File: config.mk
export PLATFORM = sky130hd
export DESIGN_NAME = sht40_meas_sequencer
export DESIGN_NICKNAME = d
export VERILOG_FILES = /design/src/rtl/sht40_meas_sequencer.sv
export SDC_FILE = /design/constraint.sdc
export NUM_CORES = 1
export LEC_CHECK = 0
export ABC_AREA = 1
export CORE_ASPECT_RATIO = 1.75
export CORE_MARGIN = 2
export CORE_UTILIZATION = 54
export CTS_BUF_LIST = sky130_fd_sc_hd__clkbuf_8
export CTS_CLUSTER_DIAMETER = 200
export DETAILED_ROUTE_END_ITERATION = 10
export GPL_ROUTABILITY_DRIVEN = 0
export GPL_TIMING_DRIVEN = 0
export PLACE_DENSITY = 0.74
export SETUP_SLACK_MARGIN = 0.4
export SYNTH_ARGS = -nofsm -noshare
export SYNTH_HDL_FRONTEND = slang
export SYNTH_SLANG_ARGS = --single-unit
File: constraint.sdc
create_clock -name clk -period 3.8 [get_ports clk]
set_input_delay 0.38 -clock clk [delete_from_list [all_inputs] [get_ports clk]]
set_output_delay 0.38 -clock clk [all_outputs]
set_load 0.02 [all_outputs]
File: src/rtl/sht40_meas_sequencer.sv
// SHT40 periodic measure/read sequencer feeding raw words to segdisplay.
// Optional CRC-8 word validation is enabled by defining SHT40_CRC_CHECK_EN.
module sht40_meas_sequencer #(
  parameter int          PERIOD_CYCLES    = 100000000,
  parameter int          MEAS_WAIT_CYCLES = 1000000,
  parameter int          READY_HOLD       = 16,
  parameter int          MAX_RETRY        = 3,
  parameter logic [7:0]  MEAS_CMD         = 8'hFD
) (
  input  logic        clk,
  input  logic        i_rst_n,
  input  logic        i_enable,
  output logic        o_txn_req,
  output logic        o_txn_rd,
  output logic [7:0]  o_txn_wdata,
  input  logic        i_txn_ack,
  input  logic        i_rx_valid,
  input  logic [7:0]  i_rx_data,
  input  logic        i_txn_done,
  input  logic        i_txn_nack,
  output logic [15:0] o_temp,
  output logic [15:0] o_rh,
  output logic        o_r_temp,
  output logic        o_r_rh,
  output logic        o_busy,
  output logic [7:0]  o_err_cnt
);

  localparam int TW = $clog2(PERIOD_CYCLES);
  localparam int WW = $clog2(MEAS_WAIT_CYCLES + 1);
  localparam int HW = $clog2(READY_HOLD + 1);
  localparam int RW = $clog2(MAX_RETRY + 1);

  localparam logic [TW-1:0] TMAX = TW'(PERIOD_CYCLES - 1);
  localparam logic [WW-1:0] WMAX = WW'(MEAS_WAIT_CYCLES - 1);
  localparam logic [HW-1:0] HMAX = HW'(READY_HOLD - 1);
  localparam logic [RW-1:0] RLIM = RW'(MAX_RETRY - 1);

  typedef enum logic [2:0] {
    S_IDLE, S_CMD, S_CMD_WAIT, S_CONV,
    S_RD, S_RD_WAIT, S_CHECK, S_PUB
  } state_e;

  state_e        state_q, state_d;
  logic [TW-1:0] timer_q, timer_d;
  logic [WW-1:0] wait_q, wait_d;
  logic [HW-1:0] hold_q, hold_d;
  logic [RW-1:0] retry_q, retry_d;
  logic [2:0]    idx_q, idx_d;
  logic [7:0]    tmsb_q, tmsb_d, tlsb_q, tlsb_d;
  logic [7:0]    rmsb_q, rmsb_d, rlsb_q, rlsb_d;
  logic          req_q, req_d, rd_q, rd_d;
  logic [15:0]   temp_q, temp_d, rh_q, rh_d;
  logic          rt_q, rt_d, rr_q, rr_d;
  logic          busy_q, busy_d;
  logic [7:0]    err_q, err_d;
  logic [1:0]    err_inc;
  logic [8:0]    err_sum;
  logic          rx_take, t_ok, r_ok;
  logic [2:0]    idx_n;

`ifdef SHT40_CRC_CHECK_EN
  logic [7:0] tcrc_q, tcrc_d, rcrc_q, rcrc_d;

  function automatic logic [7:0] crc8(input logic [15:0] d);
    logic [7:0] c;
    logic       fb;
    c = 8'hFF;
    for (int i = 15; i >= 0; i--) begin
      fb = c[7] ^ d[i];
      c  = {c[6:0], 1'b0} ^ (fb ? 8'h31 : 8'h00);
    end
    return c;
  endfunction
`endif

  always_comb begin
    state_d = state_q;
    timer_d = (timer_q == TMAX) ? '0 : timer_q + 1'b1;
    wait_d  = wait_q;
    hold_d  = hold_q;
    retry_d = retry_q;
    idx_d   = idx_q;
    tmsb_d  = tmsb_q;
    tlsb_d  = tlsb_q;
    rmsb_d  = rmsb_q;
    rlsb_d  = rlsb_q;
    temp_d  = temp_q;
    rh_d    = rh_q;
    rt_d    = rt_q;
    rr_d    = rr_q;
    err_inc = 2'd0;
    t_ok    = 1'b1;
    r_ok    = 1'b1;
`ifdef SHT40_CRC_CHECK_EN
    tcrc_d  = tcrc_q;
    rcrc_d  = rcrc_q;
    t_ok    = crc8({tmsb_q, tlsb_q}) == tcrc_q;
    r_ok    = crc8({rmsb_q, rlsb_q}) == rcrc_q;
`endif
    rx_take = i_rx_valid && (idx_q < 3'd6);
    idx_n   = idx_q + {2'b00, rx_take};

    unique case (state_q)
      S_IDLE: begin
        if (i_enable && (timer_q == '0 || timer_q == TMAX)) begin
          timer_d = '0;
          retry_d = '0;
          state_d = S_CMD;
        end
      end
      S_CMD: begin
        if (i_txn_ack) state_d = S_CMD_WAIT;
      end
      S_CMD_WAIT: begin
        if (i_txn_done) begin
          if (i_txn_nack) begin
            err_inc = 2'd1;
            retry_d = '0;
            state_d = S_IDLE;
          end else begin
            wait_d  = '0;
            state_d = S_CONV;
          end
        end
      end
      S_CONV: begin
        if (wait_q == WMAX) state_d = S_RD;
        else wait_d = wait_q + 1'b1;
      end
      S_RD: begin
        if (i_txn_ack) begin
          idx_d   = '0;
          state_d = S_RD_WAIT;
        end
      end
      S_RD_WAIT: begin
        if (rx_take) begin
          idx_d = idx_n;
          case (idx_q)
            3'd0: tmsb_d = i_rx_data;
            3'd1: tlsb_d = i_rx_data;
            3'd3: rmsb_d = i_rx_data;
            3'd4: rlsb_d = i_rx_data;
`ifdef SHT40_CRC_CHECK_EN
            3'd2: tcrc_d = i_rx_data;
            3'd5: rcrc_d = i_rx_data;
`endif
            default: ;
          endcase
        end
        if (i_txn_done) begin
          if (i_txn_nack && retry_q < RLIM) begin
            retry_d = retry_q + 1'b1;
            wait_d  = '0;
            state_d = S_CONV;
          end else if (i_txn_nack || idx_n != 3'd6) begin
            err_inc = 2'd1;
            retry_d = '0;
            state_d = S_IDLE;
          end else begin
            state_d = S_CHECK;
          end
        end
      end
      S_CHECK: begin
        if (t_ok) begin
          temp_d = {tmsb_q, tlsb_q};
          rt_d   = 1'b1;
        end
        if (r_ok) begin
          rh_d = {rmsb_q, rlsb_q};
          rr_d = 1'b1;
        end
        err_inc = {1'b0, !t_ok} + {1'b0, !r_ok};
        retry_d = '0;
        hold_d  = '0;
        state_d = S_PUB;
      end
      S_PUB: begin
        if (hold_q == HMAX) begin
          rt_d    = 1'b0;
          rr_d    = 1'b0;
          state_d = S_IDLE;
        end else begin
          hold_d = hold_q + 1'b1;
        end
      end
      default: state_d = S_IDLE;
    endcase

    err_sum = {1'b0, err_q} + {7'd0, err_inc};
    err_d   = err_sum[8] ? 8'hFF : err_sum[7:0];
    req_d   = (state_d == S_CMD) || (state_d == S_RD);
    rd_d    = (state_d == S_RD);
    busy_d  = (state_d != S_IDLE);
  end

  always_ff @(posedge clk or negedge i_rst_n) begin
    if (!i_rst_n) begin
      state_q <= S_IDLE;
      timer_q <= '0;
      wait_q  <= '0;
      hold_q  <= '0;
      retry_q <= '0;
      idx_q   <= '0;
      tmsb_q  <= '0;
      tlsb_q  <= '0;
      rmsb_q  <= '0;
      rlsb_q  <= '0;
      req_q   <= 1'b0;
      rd_q    <= 1'b0;
      temp_q  <= '0;
      rh_q    <= '0;
      rt_q    <= 1'b0;
      rr_q    <= 1'b0;
      busy_q  <= 1'b0;
      err_q   <= '0;
`ifdef SHT40_CRC_CHECK_EN
      tcrc_q  <= '0;
      rcrc_q  <= '0;
`endif
    end else begin
      state_q <= state_d;
      timer_q <= timer_d;
      wait_q  <= wait_d;
      hold_q  <= hold_d;
      retry_q <= retry_d;
      idx_q   <= idx_d;
      tmsb_q  <= tmsb_d;
      tlsb_q  <= tlsb_d;
      rmsb_q  <= rmsb_d;
      rlsb_q  <= rlsb_d;
      req_q   <= req_d;
      rd_q    <= rd_d;
      temp_q  <= temp_d;
      rh_q    <= rh_d;
      rt_q    <= rt_d;
      rr_q    <= rr_d;
      busy_q  <= busy_d;
      err_q   <= err_d;
`ifdef SHT40_CRC_CHECK_EN
      tcrc_q  <= tcrc_d;
      rcrc_q  <= rcrc_d;
`endif
    end
  end

  assign o_txn_req   = req_q;
  assign o_txn_rd    = rd_q;
  assign o_txn_wdata = MEAS_CMD;
  assign o_temp      = temp_q;
  assign o_rh        = rh_q;
  assign o_r_temp    = rt_q;
  assign o_r_rh      = rr_q;
  assign o_busy      = busy_q;
  assign o_err_cnt   = err_q;

endmodule

==> summary.txt <==
Setup path
  – Worst path required time: 4.11 ns
  – Crit path DAT: 3.42 ns
  – Buf/Inv on CP: 2
  – Crit Path Class: register to register
  – CP max stage delay: 0.41 ns
  – Critical-path cell list: inv_1, o21ai_2, inv_1, ha_1, ha_1, xor2_1, nand4_1, and3_1, ha_1, ha_1, nand2_1, nor2_1, nand3_1, o21ai_0
  – CP max-delay cell: dfrtp_1
  – Most numerous cell on the critical path: ha_1
  – Crit end category: register
  – Crit start category: register
  – CP delay by family, top: simple AND/OR/NAND/NOR gates
  – Critical path fanouts, max: 7

Global routing
  – Grt total ovfl: 0
  – Initial antenna violation count: 0
  – Largest net degree at the start of global routing: 101
  – Vias in the first global route: 5828
  – First-pass GRT wire length: 26.63 mm
  – GRT Resource Usage Total: 0.2497

Power and ir drop
  – Max VDD drop: 0.0002794 V
  – Pleak: 0.003972 uW
  – Tot Pwr: 3794 uW
  – Pwr dens: 469.6 mW/mm2

Place
  – Dpl hpwl: 11.53 mm
  – Post-place setup slack: 0.4606 ns
  – IO Port Bufs: 59
  – Placed insts: 1062

Route
  – Detail Route Antenna Nets: 0
  – DRT iter0 DRCs: 399
  – Drt pass-1 iters: 6
  – Vias: 5731
  – Vias per Instance: 5.234
  – Detailed-route DRC error count: 0
  – DR WL/cell: 14.10 um
  – Final wirelength: 15.44 mm

Logic synthesis
  – Seq/Total Area, Yosys: 0.5020
  – Synth unique cells: 40
  – Syn. warnings: 0
  – Yosys reg bits: 136
  – Syn_area_per_cell: 8.187 um2
  – Mapped Area: 0.006779 mm2
  – Mapped Cells: 828

Layout
  – Most frequent cells in the layout: nand2_1 (246), dfrtp_1 (136), inv_1 (93), nor2_1 (78), clkdlybuf4s50_1 (58)
  – Nets: 938
  – Multi-input logic area: 0.002878 mm2
  – Commonest non-fill, non-tap cell in the layout: nand2_1
  – Sequential Area: 0.003403 mm2
  – Layout area overhead: 19.18%
  – Final std cells w/o fill: 1095
  – Layout cell share with drive strength beyond 1: 0.1046
  – Fillers: 1046
  – Antenna diodes: 0
  – Layout Utilization: 0.6534

Clock tree
  – CTS root buf: clkbuf_8
  – Htree depth: 4
  – CTS sink count: 136
  – Clk slew on worst S/H paths: 0.09 ns
  – Worst-Skew Late Latency: 0.45 ns
  – CTS tree: built
  – Setup bufs post-CTS: 0
  – Bufs on Longest Clock Path: 2
  – Num CTS Buffers: 17

Timing
  – Slack of the critical path: 0.6938 ns
  – Final setup viols: 0
  – Relative slew slack: 0.6350
  – Final hold vios: 0
  – RSZ-0062 raised after global routing: false
  – Final slew viol count: 0
  – Worst clock skew: 0.01036 ns
  – Final cycle utilization of the critical path: 0.8174
  – Worst Tran Pin Value: 0.5475 ns
  – Peak Freq: 0.3219 GHz
  – Minimum clock period: 3.106 ns

Die
  – IO Count: 68
  – Die Ht: 152.2 um
  – Core Region: 0.01236 mm2
  – Die W: 88.70 um
  – Die area: 0.01350 mm2
  – Number of core rows: 54
  – Starting Density: 0.5483

Status
  – Status: completed

Job
  – MaxCap Viol Count: 0

Min path
  – Worst min-delay path class: primary input to async pin
==> per-stage QoR <==
step           hold slack (ns)  TNS, ns  instance area, um2
6_report                0.3803        0                8079
5_1_grt                 0.4104        0                8079
4_1_cts                 0.3884        0                8075
3_5_place_dp            0.3036        0                7631
3_3_place_gp            0.4542  -381.15                7602
2_1_floorplan          0.08441        0                6802
==> flip-flops by register name, indices dropped and copies added (netlist names), 3 cells and up <==
register   flops
rmsb_q         8
tmsb_q         8
state_q        3
idx_q          3
rlsb_q         8
o_temp        16
timer_q       27
wait_q        20
o_rh          16
tlsb_q         8
o_err_cnt      8
hold_q         5
==> path summary, 6_finish.rpt <==
kind                            from           end  slack, ns  cells after the start
setup / recovery            idx_q[2]  o_err_cnt[2]       0.69                     14
hold / removal               i_rst_n       o_rh[3]       0.38                      2
setup reg to reg            idx_q[2]  o_err_cnt[2]       0.69                     14
hold reg to reg            tlsb_q[3]     o_temp[3]       0.47                      2
max in group asynchronous    i_rst_n     hold_q[3]       2.62                      3
min in group clk           tlsb_q[3]     o_temp[3]       0.47                      2
==> synth_stat cells <==
master / number / area, um2
a211oi_1: 1 / 7.510
a21oi_1: 7 / 35.03
and3_1: 1 / 6.260
buf_2: 5 / 25.02
buf_4: 14 / 105.1
buf_6: 1 / 11.26
clkbuf_1: 5 / 18.77
conb_1: 2 / 7.510
dfrtp_1: 136 / 3403
ha_1: 9 / 112.6
inv_1: 93 / 349.1
inv_2: 4 / 15.01
nand2_1: 246 / 923.4
nand2_2: 7 / 43.79
nand2_4: 1 / 11.26
nand3_1: 45 / 225.2
nand3_2: 2 / 20.02
nand3_4: 1 / 17.52
nand3b_1: 1 / 7.510
nand4_1: 19 / 118.9
nand4_2: 5 / 62.56
nor2_1: 78 / 292.8
nor2_2: 6 / 37.54
nor2_4: 4 / 45.04
nor3_1: 20 / 100.1
nor3b_1: 3 / 22.52
nor4_1: 1 / 6.260
nor4_2: 1 / 12.51
o211a_1: 1 / 10.01
o21ai_0: 56 / 280.3
o21ai_1: 4 / 20.02
o21ai_2: 6 / 52.55
o21bai_1: 1 / 7.510
o22ai_1: 1 / 6.260
o22ai_2: 3 / 37.54
o31ai_1: 5 / 37.54
o32ai_1: 1 / 8.760
or2_2: 2 / 12.51
xnor2_1: 5 / 43.79
xor2_1: 25 / 219.0
==> repair_timing <==
item / 4_1_cts / 5_1_grt
hold buffers: 1 / 0
endpoints found under the hold margin: 36 / 0
resized for setup: 0 / 2
endpoints found under the setup margin: 0 / 8
==> area by class of cell <==
cell class | count | share of cell area
Buffer | 25 | 0.01982
Multi-Input combinational cell | 576 | 0.3562
Tap cell | 168 | 0.02602
Inverter | 97 | 0.04507
Clock inverter | 14 | 0.02308
Timing Repair Buffer | 61 | 0.07790
Clock buffer | 18 | 0.03066
Sequential cell | 136 | 0.4212
==> cells by family after synthesis <==
group                    Yosys count  synth area share
AND/OR/NAND/NOR                  443            0.2900
flip-flops                       136            0.5020
XOR/XNOR                          30           0.03876
other                              2          0.001108
buffers and inverters            122           0.07733
adder cells (fa/ha/maj)            9           0.01661
AO/OA/AOI/OAI                     86           0.07420
==> power breakdown <==
part	internal [uW]	switching, uW
registers	1600	144
logic	282	470
clock network	685	613
total	2570	1230
==> per-layer routing <==
layer,wire [um],GRT usage
met4,631,0.1154
met5,0,0
met2,8380,0.4414
met3,600,0.04875
met1,5829,0.2790
Note: power is estimated with default switching activity, not from simulation.
